$ cat src/rtl/mul_iter_if.sv
// Start/done handshake bundle between the execute-stage sequencer and the
// iterative multiplier.
interface mul_iter_if #(
   parameter int N = 32
);
   // Handshake: the sequencer raises start with op/a/b while busy is low and
   // flush is low. The unit accepts on that edge; busy stays high from the
   // accept cycle through the done cycle. done is a single-cycle pulse during
   // which result is valid. result then holds until the next accept. flush
   // aborts any in-flight operation without a done pulse.
   logic         start;
   logic [1:0]   op;
   logic [N-1:0] a;
   logic [N-1:0] b;
   logic         flush;
   logic         busy;
   logic [N-1:0] result;
   logic         done;

   modport master (
      output start, op, a, b, flush,
      input  busy, result, done
   );

   modport slave (
      input  start, op, a, b, flush,
      output busy, result, done
   );
endinterface

$ cat src/rtl/mul_iter.sv
// Radix-2 shift-add multiplier: sign-magnitude operands, N add/shift cycles,
// one sign-fixup cycle, then a single-cycle done pulse with the selected half.
module mul_iter #(
   parameter int N  = 32,
   parameter int CW = 6
) (
   input  logic       clk,
   input  logic       rst,
   mul_iter_if.slave  bus,
   output logic [1:0] state_dbg
);
   typedef enum logic [1:0] {
      IDLE = 2'd0,
      CALC = 2'd1,
      SIGN = 2'd2,
      DONE = 2'd3
   } state_t;

   state_t         state;
   state_t         state_nx;
   logic [N-1:0]   mcand;
   logic [N-1:0]   mplier;
   logic [2*N-1:0] acc;
   logic [CW-1:0]  cnt;
   logic [1:0]     op_q;
   logic           neg;
   logic [N-1:0]   result_q;

   logic           accept;
   logic           last_iter;
   logic           a_signed;
   logic           b_signed;
   logic [N-1:0]   a_abs;
   logic [N-1:0]   b_abs;
   logic [N:0]     sum;
   logic [2*N-1:0] prod;
   logic [N-1:0]   half;

   assign accept    = (state == IDLE) && bus.start && !bus.flush;
   assign last_iter = (cnt == CW'(N - 1));

   always_comb begin
      a_signed = (bus.op == 2'b01) || (bus.op == 2'b10);
      b_signed = (bus.op == 2'b01);
      // Negating the most negative value wraps to itself, which read as
      // unsigned is exactly its magnitude.
      a_abs = (a_signed && bus.a[N-1]) ? -bus.a : bus.a;
      b_abs = (b_signed && bus.b[N-1]) ? -bus.b : bus.b;
      sum   = {1'b0, acc[2*N-1:N]} + {1'b0, mcand};
      prod  = neg ? -acc : acc;
      half  = (op_q == 2'b00) ? prod[N-1:0] : prod[2*N-1:N];
   end

   always_ff @(posedge clk or posedge rst) begin
      if (rst) state <= IDLE;
      else     state <= state_nx;
   end

   always_comb begin
      state_nx = state;
      case (state)
         IDLE: if (accept) state_nx = CALC;
         CALC: begin
            if (bus.flush)      state_nx = IDLE;
            else if (last_iter) state_nx = SIGN;
         end
         SIGN: state_nx = bus.flush ? IDLE : DONE;
         DONE: state_nx = IDLE;
         default: state_nx = IDLE;
      endcase
   end

   always_ff @(posedge clk or posedge rst) begin
      if (rst) begin
         mcand    <= '0;
         mplier   <= '0;
         acc      <= '0;
         cnt      <= '0;
         op_q     <= '0;
         neg      <= 1'b0;
         result_q <= '0;
      end else begin
         case (state)
            IDLE: begin
               if (accept) begin
                  op_q   <= bus.op;
                  mcand  <= a_abs;
                  mplier <= b_abs;
                  neg    <= (a_signed & bus.a[N-1]) ^ (b_signed & bus.b[N-1]);
                  acc    <= '0;
                  cnt    <= '0;
               end
            end
            CALC: begin
               // The carry out of the add lands in the top bit after the shift.
               acc    <= mplier[0] ? {sum, acc[N-1:1]} : {1'b0, acc[2*N-1:1]};
               mplier <= mplier >> 1;
               cnt    <= cnt + 1'b1;
            end
            SIGN: begin
               // Loaded here so result is already valid while done is high.
               if (!bus.flush) result_q <= half;
            end
            default: ;
         endcase
      end
   end

   assign bus.busy   = (state != IDLE) || accept;
   assign bus.done   = (state == DONE);
   assign bus.result = result_q;
   assign state_dbg  = state;
endmodule

$ cat src/flat_wrapper.sv
// flat-port wrapper written by rule: the top's interface ports become plain ports
module mul_iter_flat 
#(
   parameter int N  = 32,
   parameter int CW = 6
)
  (clk, rst, state_dbg, bus_start, bus_op, bus_a, bus_b, bus_flush, bus_busy, bus_result, bus_done);
  mul_iter_if #(.N(N)) bus_i ();
  input  logic clk;
  input  logic rst;
  output logic [1:0] state_dbg;
  input wire logic [$bits(bus_i.start)-1:0] bus_start;
  input wire logic [$bits(bus_i.op)-1:0] bus_op;
  input wire logic [$bits(bus_i.a)-1:0] bus_a;
  input wire logic [$bits(bus_i.b)-1:0] bus_b;
  input wire logic [$bits(bus_i.flush)-1:0] bus_flush;
  output wire logic [$bits(bus_i.busy)-1:0] bus_busy;
  output wire logic [$bits(bus_i.result)-1:0] bus_result;
  output wire logic [$bits(bus_i.done)-1:0] bus_done;
  assign bus_i.start = bus_start;
  assign bus_i.op = bus_op;
  assign bus_i.a = bus_a;
  assign bus_i.b = bus_b;
  assign bus_i.flush = bus_flush;
  assign bus_busy = bus_i.busy;
  assign bus_result = bus_i.result;
  assign bus_done = bus_i.done;
  mul_iter #(.N(N), .CW(CW)) u_core (.clk(clk), .rst(rst), .bus(bus_i), .state_dbg(state_dbg));
endmodule
$ cat config.mk
export PLATFORM = sky130hd
export DESIGN_NAME = mul_iter_flat
export DESIGN_NICKNAME = d
export VERILOG_FILES = /design/src/rtl/mul_iter_if.sv /design/src/rtl/mul_iter.sv /design/src/flat_wrapper.sv
export SDC_FILE = /design/constraint.sdc
export NUM_CORES = 1
export LEC_CHECK = 0
export ABC_AREA = 1
export BUFFER_PORTS_ARGS = -buffer_cell sky130_fd_sc_hd__clkbuf_2
export CORE_ASPECT_RATIO = 0.6
export CORE_MARGIN = 8
export CORE_UTILIZATION = 40
export CTS_CLUSTER_DIAMETER = 40
export DETAILED_ROUTE_END_ITERATION = 12
export PLACE_DENSITY_LB_ADDON = 0.08
export SYNTH_ARGS = -nofsm -noshare
export SYNTH_HDL_FRONTEND = slang
export SYNTH_SLANG_ARGS = --single-unit
$ cat constraint.sdc
create_clock -name clk -period 5.89 [get_ports clk]
set_clock_uncertainty 0.15 [all_clocks]
set_input_delay 0 -clock clk [delete_from_list [all_inputs] [get_ports clk]]
set_output_delay 0 -clock clk [all_outputs]
set_load 0.005 [all_outputs]
==> results of run 1 <==
## Yosys cell counts, types with 10 or more instances
cell type	number
a21oi_1	105
inv_1	273
inv_2	10
nand4_1	14
nand2_2	11
buf_2	20
nor2_1	233
clkbuf_1	40
nand2_1	602
xor2_1	24
nand3_1	234
dfrtp_1	171
o21ai_0	115
or2_2	23
nand3b_1	10
o22ai_1	49
nor2_2	14
o21bai_1	18
ha_1	37
nor3_1	17
## flip-flops by register name, indices dropped and copies added, names as in the netlist
register           flops
u_core.cnt             6
u_core.bus.result     32
u_core.mplier         32
u_core.op_q            2
u_core.acc            64
u_core.neg             1
u_core.mcand          32
u_core.state_dbg       2
## path summary, 6_finish.rpt
path | depth (start not counted) | slack [ns] | end
max | 13 | 2.06 | u_core.mplier[25]
max reg2reg | 9 | 2.35 | u_core.mplier[29]
min | 3 | 0.008 | u_core.bus.result[2]
min in group clk | 5 | 0.12 | u_core.neg
max in group asynchronous | 4 | 4.34 | u_core.bus.result[27]
min reg2reg | 2 | 0.33 | u_core.mplier[13]
## routing by layer
| layer | part of all wire (%) | track usage (%) | up-vias |
|---|---|---|---|
| li1 | - | - | 7201 |
| met4 | 0.91 | 4.369 | 0 |
| met1 | 51 | 37.15 | 6816 |
| met5 | 0 | 0 | - |
| met2 | 40 | 33.38 | 548 |
| met3 | 9.0 | 5.919 | 31 |
## worst max-delay path, delay by kind of cell
family	cells	cell delay [ns]
buf+inv	6	2.76
compound gates	1	0.27
fa+ha+maj	1	0.27
simple gates	5	0.73
## placed cells by master (no fill, tap or decap), drive strengths merged, types with 10 or more instances in the layout
| master | count |
|---|---|
| buf | 12 |
| nand3 | 239 |
| xor2 | 24 |
| ha | 37 |
| dfrtp | 171 |
| nand3b | 10 |
| a21oi | 105 |
| a21boi | 11 |
| nor3 | 21 |
| inv | 286 |
| clkbuf | 126 |
| nand2 | 614 |
| o22ai | 49 |
| or2 | 25 |
| nor2 | 254 |
| o21ai | 121 |
| dlygate4sd3 | 104 |
| o21bai | 18 |
| nand4 | 14 |
## power by group
part / internal (mW) / switching [mW] / total (mW)
clock network: 0.569 / 0.536 / 1.10
registers: 1.71 / 0.503 / 2.21
logic: 2.02 / 4.46 / 6.49
## cells by family (layout without fill, tap and decap cells)
group                      Yosys count  after routing  share of synthesized area (%)
AOI/OAI and AO/OA                  338            338                          14.33
xor gates and xnor gates            28             28                          1.824
adders and majority gates           38             38                          3.592
buffers and inverters              352            537                          10.35
DFF                                171            171                          31.82
and+or+nand+nor                   1189           1189                          38.09
## cell type report
cell class	instances	area share, %
Multi-Input combinational cell	1593	48.92
Clock inverter	11	0.5580
Timing Repair Buffer	221	10.41
Clock buffer	21	2.892
Sequential cell	171	26.89
Tap cell	459	3.608
Inverter	284	6.728
## metrics by stage
stage / hold WS, ns / setup slack (ns) / std cells / power (mW)
4_1_cts: 0.01222 / 2.064 / 2760 / 9.647
3_3_place_gp: -0.04795 / 2.672 / 2624 / 8.378
5_1_grt: 0.06023 / 1.702 / 2760 / 10.65
6_report: 0.007624 / 2.059 / 2760 / 9.800
2_1_floorplan: -0.04038 / 1.108 / 2116 / 6.518
3_5_place_dp: -0.04630 / 2.599 / 2624 / 8.410
==> out/results.ini, run 1 <==
[run_status]
outcome=finished, final reports clean

[pwr]
ir_worst_vdd_mv=0.3449
leakagePower_nw=8.094
powerDensity_nw_per_um2=615.6

[logic_synthesis]
syn_area_per_cell_um2=6.355
synth_area_leaders=dfrtp_1, nand2_1, nand3_1, inv_1, nor2_1
ys_warn_count=0
ys.flop_type=dfrtp_1
syn_inst=2116
synth_nets=2224
synth_seq_area_share_pct=31.82
yosysTopAreaCellShare_pct=31.82
postSynth.asyncResetShare_pct=100.0
synth_seq_cells=171
ys_types=49
synth_area_leader_cell=dfrtp_1
synth_edf_count=0
synth_area_um2=13450

[die]
fp.dieArea_um2=39930
initial_utilization_pct=40.29
die_w_um=252.7
fp.coreArea_um2=33380
die_h_um=158.0
num_rows=52
ios=106

[sta]
drv_slew=0
rsz0062_at_grt=false
finalSetupTns_ns=0
final.min_clock_period_ns=3.831
maxSlewHeadroom_pct=30.33
finalCritPeriodShare_pct=65.05
tightest_slew_ns=1.044
fmax_mhz=261.0
finalSetupViolations=0
finalHoldViolCount=0

[global_route]
grt_max_degree=75
grt_pass1_wl_um=75610
grt_pass1_vias=13380
antenna_found_initial=0
overflow=0
grtUsageTotal_pct=24.12

[clock_tree]
cts_resized=0
numCtsBuffers=17
clkTransAtPathRegs_ns=0.07
cts.sinks=171
clock_latency_ns=0.46
post-cts-setup-buffer-count=0
cts_root_buffer=clkbuf_16
htreeDepth=4
hold_buffers=104
clk_path_buf_depth=2
cts_tree=built

[setup_path]
startpoint=bus_op[1]
worstSetupPathType=in2reg
crit_chain=dlygate4sd3_1, clkbuf_2, inv_1, ha_1, nand2_1, inv_1, o21ai_0, nand2_1, nand2_1, dlygate4sd3_1, nand3_1, dlygate4sd3_1, nand3_1
cpPeakStageDelay_ns=0.90
cp_max_fo=31
cp.required_ns=6.08
critPathLaunchType=input pin
cp.arrival_ns=4.03
cp-end-kind=register
r2r-start=u_core.state_dbg[1]
crit_slowest_cell=inv_1

[finish]
nFillCells=3530
final_nets=2396
fin_util_pct=47.69
postLayoutCellArea_um2=15920
syn_to_final_growth_pct=18.39
final-seq-area_um2=4280
final_layout_size_suffix_gt1_share_pct=9.865
multi_input_area_um2=7787
antenna_cells=0

[place]
gp_congestion=0.9461
io_buffers=105
place_area_um2=14330
dp_hpwl_um=36280

[route]
ant_nets=0
drt_iter0_drc=1433
wl_per_cell_um=17.45
via_per_inst=5.288
drc=0
drt-total-wl_um=48160
dr.pass1.iters=6
vias=14600

[flow_run]
drv_cap=0

[hold_path]
min_path_type=in2async

Power figures use the tool's default switching activity.
==> run 2: changes to the inputs <==
==> constraint.sdc (replaced) <==
create_clock -name clk -period 3.25 [get_ports clk]
set_clock_uncertainty 0.15 [all_clocks]
set_input_delay 0 -clock clk [delete_from_list [all_inputs] [get_ports clk]]
set_output_delay 0 -clock clk [all_outputs]
set_load 0.005 [all_outputs]
==> run 2 against run 1 <==
  * Combinational power grew 85%
  * Clock-buffer cell count stayed put
  * Power rose by 85%
  * Register-to-register slack got worse by 1.7 ns
  * Global-route usage up 0.19 points
  * Sequential power increased by 81%
  * Worst setup slack lost 1.9 ns
  * Wire length up 0.82%
  * First-iteration DRC count rose by 8.9%
==> out/results.ini, run 2 (synthesis results as in run 1) <==
[route]
wl_per_cell_um=17.48  ; +0.17%
vias=14630  ; +0.25%
dr.pass1.iters=6  ; unchanged
ant_nets=0  ; unchanged
drt_iter0_drc=1560  ; +8.9%
drt-total-wl_um=48560  ; +0.82%
drc=0  ; unchanged
via_per_inst=5.267  ; -0.40%

[sta]
finalCritPeriodShare_pct=94.81
drv_slew=0  ; unchanged
final.min_clock_period_ns=3.081
tightest_slew_ns=1.086  ; +0.04217 ns
finalSetupViolations=0  ; unchanged
fmax_mhz=324.5
finalHoldViolCount=0  ; unchanged
rsz0062_at_grt=false
maxSlewHeadroom_pct=27.52  ; -2.8 points
holdWs_ns=0.05490  ; +0.04728 ns
finalSetupTns_ns=0  ; unchanged

[clock_tree]
cts_root_buffer=clkbuf_16
clkTransAtPathRegs_ns=0.07  ; about the same
numCtsBuffers=17  ; unchanged
clock_latency_ns=0.45  ; about the same
clk_path_buf_depth=2  ; unchanged
htreeDepth=4  ; unchanged
cts_tree=built
post-cts-setup-buffer-count=0  ; unchanged
cts.sinks=171  ; unchanged

[setup_path]
crit_buf_inv=7  ; +1
cp.depth=14  ; +1
cpPeakStageDelay_ns=0.57  ; -0.33 ns
crit_end=u_core.mplier[26]
startpoint=bus_op[0]
r2r-start=u_core.acc[32]
r2r_setup_slack_ns=0.64  ; -1.71 ns
r2r_end=u_core.acc[53]
cp.required_ns=3.49  ; -2.59 ns
cp-end-kind=register
critPathLaunchType=input pin
crit_slowest_cell=dlygate4sd3_1
reg2regPathDepth=15  ; +6
crit_chain=dlygate4sd3_1, clkbuf_2, ha_1, nand2_1, buf_4, clkinvlp_4, buf_6, nand2_1, nand2_1, nand2_1, dlygate4sd3_1, nand3_1, dlygate4sd3_1, nand3_1
cp.arrival_ns=3.33  ; -0.70 ns
cp_max_fo=19  ; -39%
worstSetupPathType=in2reg
critical_path.top_delay_family=buffers and inverters
cpMostUsedCell=nand2_1

[pwr]
seqPwrFrac_pct=22.1  ; -0.4 points
p_int_mw=8.068  ; +88%
powerDensity_nw_per_um2=1124  ; +83%
leakagePower_nw=8.198  ; +1.3%
sw_frac_of_total_pct=55.55  ; -0.59 points
p_comb_share_pct=66.0  ; -0.2 points
p_sw_mw=10.08  ; +83%
ir_worst_vdd_mv=0.8359  ; +140%
pwr-share-clk_pct=12.0  ; +0.7 points

[global_route]
grt_pass1_vias=13330  ; -0.41%
use_met3_pct=7.083  ; +1.2 points
grtUsageMet2_pct=32.90  ; -0.49 points
grt_pass1_wl_um=75760  ; +0.20%
grt_use_met1_pct=37.32  ; +0.17 points
grt_max_degree=74  ; -1.3%
grtUsageTotal_pct=24.31  ; +0.19 points
antenna_found_initial=0  ; unchanged
grt.busiest_layer=met1
overflow=0  ; unchanged

[die]
fp.coreArea_um2=33380  ; unchanged
num_rows=52  ; unchanged
fp.dieArea_um2=39930  ; unchanged
ios=106  ; unchanged
die_w_um=252.7  ; unchanged
initial_utilization_pct=40.29  ; unchanged
die_h_um=158.0  ; unchanged

[place]
dp_hpwl_um=37200  ; +2.5%
io_buffers=105  ; unchanged
gp_congestion=0.9815  ; +3.7%
place_area_um2=14430  ; +0.71%

[finish]
final_nets=2414  ; +0.75%
syn_to_final_growth_pct=20.10
final-seq-area_um2=4280  ; unchanged
final_layout_size_suffix_gt1_share_pct=10.39  ; +0.53 points
top_register=u_core.acc
multi_input_area_um2=7794  ; about the same
final_common_cell=nand2_1
postLayoutCellArea_um2=16150  ; +1.4%
largest_reg_flops=64  ; unchanged
final_cell_mix=nand2_1, inv_1, nand3_1
nFillCells=3564  ; +0.96%
antenna_cells=0  ; unchanged

[flow_run]
drv_cap=0  ; unchanged

[hold_path]
min_path_type=in2reg
holdPathStages=6

[run_status]
outcome=finished, final reports clean

## run 2: cell types whose count changed in the layout (fill, tap and decap cells not counted), sizes merged
cell / previous run / this run
buf: 12 / 24
bufinv: 0 / 2
clkinv: 7 / 6
clkinvlp: 2 / 3
dlygate4sd3: 104 / 110
inv: 286 / 284
## run 2: worst min-delay path by stage
stage | slack [ns] | end | start
floorplan | -0.04 | u_core.op_q[0] | bus_op[0]
global placement | 0.05 | u_core.acc[3] | rst
CTS | 0.04 | u_core.op_q[0] | bus_start
finish | 0.05 | u_core.op_q[0] | bus_start
global route | 0.08 | u_core.op_q[0] | bus_start
detailed placement | 0.05 | u_core.acc[2] | rst
## run 2: cell type report
type / instances / share of cell area, %
tap: 459 / 3.556
multi-input combinational: 1593 / 48.26
clock buffer: 21 / 2.913
sequential: 171 / 26.51
clock inverter: 11 / 0.8290
inverter: 284 / 6.648
timing repair buffer: 239 / 11.29
## run 2: what timing repair did
| action | 4_1_cts | 5_1_grt |
|---|---|---|
| setup endpoints to repair | 0 | 3 |
| hold buffers | 110 | 0 |
| hold endpoints to repair | 99 | 0 |
| resized for setup | 0 | 3 |
## run 2: power groups by stage
stage	clock (mW)	sequential [mW]	combinational [mW]
2_1_floorplan	0	3.70	8.11
3_3_place_gp	0	4.01	11.4
3_5_place_dp	0	4.02	11.5
4_1_cts	2.21	4.00	11.7
5_1_grt	2.29	4.13	13.2
6_report	2.17	4.00	12.0
## run 2: worst reg2reg max path: cells and delay by family, from the launching register on
family / cells / cell delay, ns
flip-flops: 1 / 0.42
buffers and inverters: 2 / 0.17
AND/OR/NAND/NOR: 11 / 1.18
adder cells (fa/ha/maj): 2 / 0.59
## run 2: metal layers
layer  routed length (um)  up-vias
met3                 4699       42
li1                     -     7229
met4                  573        0
met1                24640     6818
met5                    0        -
met2                18640      544
## run 2: stage by stage
step | util [%] | instances | total power [mW] | setup slack [ns]
after floorplan | - | 2116 | 11.81 | 0.9173
after global placement | 43.23 | 2636 | 15.44 | 0.8089
after detailed placement | 43.23 | 2636 | 15.47 | 0.7244
after CTS | 48.34 | 2778 | 17.89 | 0.03496
after global routing | 48.38 | 2778 | 19.63 | 0.001152
final | 48.38 | 2778 | 18.15 | 0.1686
==> run 3: changes to the inputs <==
--- a/config.mk
+++ b/config.mk
@@ -5,7 +5,6 @@
 export SDC_FILE = /design/constraint.sdc
 export NUM_CORES = 1
 export LEC_CHECK = 0
-export ABC_AREA = 1
 export BUFFER_PORTS_ARGS = -buffer_cell sky130_fd_sc_hd__clkbuf_2
 export CORE_ASPECT_RATIO = 0.6
 export CORE_MARGIN = 8
==> run 3 against run 2 <==
  * Cell count decreased by 29%
  * Via count shrank 24%
  * Power decreased by 46%
  * Critical path type is now reg2reg
  * Critical endpoint is now u_core.bus.result[31]
  * Largest cell class unchanged
  * Highest routed layer unchanged
==> out/results.ini, run 3 <==
[run_status]
outcome=finished, final reports clean

[die]
fp.dieArea_um2=34430  ; -14%
ios=106  ; unchanged
num_rows=48  ; -7.7%
fp.coreArea_um2=28410  ; -15%
initial_utilization_pct=40.25  ; about the same
die_h_um=147.0  ; -7.0%
die_w_um=234.3  ; -7.3%

[pwr]
p_comb_share_pct=45.4  ; -21 points
seqPwrFrac_pct=31.6  ; +9.5 points
leakagePower_nw=6.257  ; -24%
powerDensity_nw_per_um2=676.6  ; -40%
p_sw_mw=4.012  ; -60%
power_mw=9.728  ; -46%
p_int_mw=5.716  ; -29%
sw_frac_of_total_pct=41.24  ; -14 points
ir_worst_vdd_mv=0.3373  ; -60%
pwr-share-clk_pct=23.0  ; +11 points

[route]
drt_iter0_drc=989  ; -37%
via_per_inst=5.648  ; +7.2%
wl_per_cell_um=19.41  ; +11%
ant_nets=0  ; unchanged
vias=11130  ; -24%
dr.pass1.iters=6  ; unchanged
drt-total-wl_um=38250  ; -21%
drc=0  ; unchanged

[sta]
drv_slew=0  ; unchanged
fmax_mhz=324.6  ; about the same
rsz0062_at_grt=false
tightest_slew_ns=0.9771  ; -0.1090 ns
finalSetupTns_ns=0  ; unchanged
finalCritPeriodShare_pct=94.79  ; about the same
holdWs_ns=0.04327  ; -0.01164 ns
finalSetupViolations=0  ; unchanged
final.min_clock_period_ns=3.081  ; -0.0009110 ns
maxSlewHeadroom_pct=34.86  ; +7.3 points
finalHoldViolCount=0  ; unchanged

[logic_synthesis]
syn_inst=1375  ; -35%
synth_area_um2=11430  ; -15%
synth.most_common_cell=o21ai_0
synth_edf_count=0  ; unchanged
synth_area_leaders=dfrtp_1, o21ai_0, nand2_1, xnor2_1, xor2_1
synth_seq_cells=171  ; unchanged
postSynth.asyncResetShare_pct=100.0  ; unchanged
syn_area_per_cell_um2=8.315  ; +31%
synth_seq_area_share_pct=37.43  ; +5.6 points
yosysTopAreaCellShare_pct=37.43  ; +5.6 points
ys_warn_count=0  ; unchanged
ys_types=68  ; +39%
synth_nets=1483  ; -33%
synth_common_cells=o21ai_0, nand2_1, dfrtp_1
ys.flop_type=dfrtp_1
synth_area_leader_cell=dfrtp_1

[finish]
final_cell_mix=o21ai_0, nand2_1, dfrtp_1
largest_reg_flops=64  ; unchanged
final_common_cell=o21ai_0
final_layout_size_suffix_gt1_share_pct=14.61  ; +4.2 points
fin_util_pct=50.62  ; +2.2 points
final_nets=1690  ; -30%
postLayoutCellArea_um2=14380  ; -11%
syn_to_final_growth_pct=25.76
antenna_cells=0  ; unchanged
top_register=u_core.acc

[place]
dp_hpwl_um=27700  ; -26%
io_buffers=105  ; unchanged
gp_congestion=0.9214  ; -6.1%
place_area_um2=12640  ; -12%

[flow_run]
drv_cap=0  ; unchanged

[setup_path]
crit_buf_inv=1  ; -6
cp-end-kind=register
cp.required_ns=3.40  ; -0.09 ns
worstSetupPathType=reg2reg
cpPeakStageDelay_ns=0.56  ; about the same
crit_chain=or4_4, or4_4, nor3_4, buf_12, nand3_4, o311ai_2, o41ai_1, a2111oi_1, o21ai_1
cp_max_fo=7  ; -12
critical_path.top_delay_family=simple AND/OR/NAND/NOR gates
crit_slowest_cell=or4_4
critPathLaunchType=register
cp.arrival_ns=3.23  ; -0.10 ns
cpMostUsedCell=or4_4

[hold_path]
min_path_type=in2reg

[clock_tree]
cts.sinks=171  ; unchanged
cts_tree=built
clock_latency_ns=0.45  ; about the same
clk_path_buf_depth=2  ; unchanged
htreeDepth=4  ; unchanged
numCtsBuffers=17  ; unchanged
cts_root_buffer=clkbuf_16
clkTransAtPathRegs_ns=0.07  ; about the same

[global_route]
grt_max_degree=93  ; +26%
grt_pass1_wl_um=60100  ; -21%
grt_pass1_vias=10270  ; -23%
antenna_found_initial=0  ; unchanged
overflow=0  ; unchanged
grtUsageTotal_pct=22.14  ; -2.2 points

-- run 3: cell types whose count changed after synthesis, sizes merged, moves of 76 or more --
cell,delta
inv,-263
xnor2,+76
nor2,-178
nand2,-402
nand3,-218
o21ai,+97
-- run 3: cell families after synthesis --
logic type / Yosys count / synth area share (%)
AO/OA/AOI/OAI: 464 / 24.50
flip-flops: 171 / 37.43
buffers and inverters: 104 / 3.469
multiplexers: 14 / 1.226
AND/OR/NAND/NOR: 449 / 18.81
adder cells (fa/ha/maj): 38 / 4.224
XOR/XNOR: 135 / 10.34
-- run 3: worst paths after layout --
check                                 startpoint               endpoint  slack (ns)  depth (start not counted)
max                               u_core.acc[35]  u_core.bus.result[31]        0.17                          9
min                                    bus_start          u_core.cnt[0]        0.04                          6
max reg2reg                       u_core.acc[35]  u_core.bus.result[31]        0.17                          9
min reg2reg                u_core.bus.result[25]  u_core.bus.result[25]        0.33                          2
max in group asynchronous                    rst   u_core.bus.result[9]        1.94                          4
min in group asynchronous                    rst      u_core.mplier[20]        0.09                          3
-- run 3: final cells by class --
class / count / area (um^2)
clock buffers: 19 / 432.9
clock inverters: 13 / 190.2
fillers: 2756 / 14030
inverters: 20 / 78.83
multi-input cells: 1100 / 6838
flip-flops and latches: 171 / 4280
well taps: 375 / 469.2
repair buffers: 272 / 2090
-- run 3: repair_timing --
action	CTS	global route
endpoints found under the hold margin	106	0
gates resized for setup	0	11
endpoints found under the setup margin	0	22
buffers inserted	0	1
hold buffers	104	0
-- run 3: metrics by stage --
step                worst slack, ns  std cells
finish                       0.1695       1970
global route                0.01147       1970
CTS                         0.09088       1969
detailed placement           0.1046       1833
global placement             0.1472       1833
floorplan                    0.3195       1375
-- run 3: worst min-delay path: stages --
cell,delay [ns]
clkbuf_2,0.11
nand2b_1,0.13
nor3_2,0.07
nor2_4,0.16
nand2_1,0.07
o21ai_0,0.06
-- run 3: power groups by stage --
stage	Clock (mW)	Sequential (mW)	Combinational [mW]
after floorplan	0	2.98	2.72
after global placement	0	3.09	4.13
after detailed placement	0	3.09	4.14
after CTS	2.28	3.06	4.29
after global routing	2.37	3.12	4.85
final	2.24	3.08	4.42
-- run 3: metal layers --
layer  global-route usage [%]  wire length, um
met5                        0                0
met4                    4.045              331
met3                    5.663             2904
met2                    29.26            15080
met1                    35.17            19930
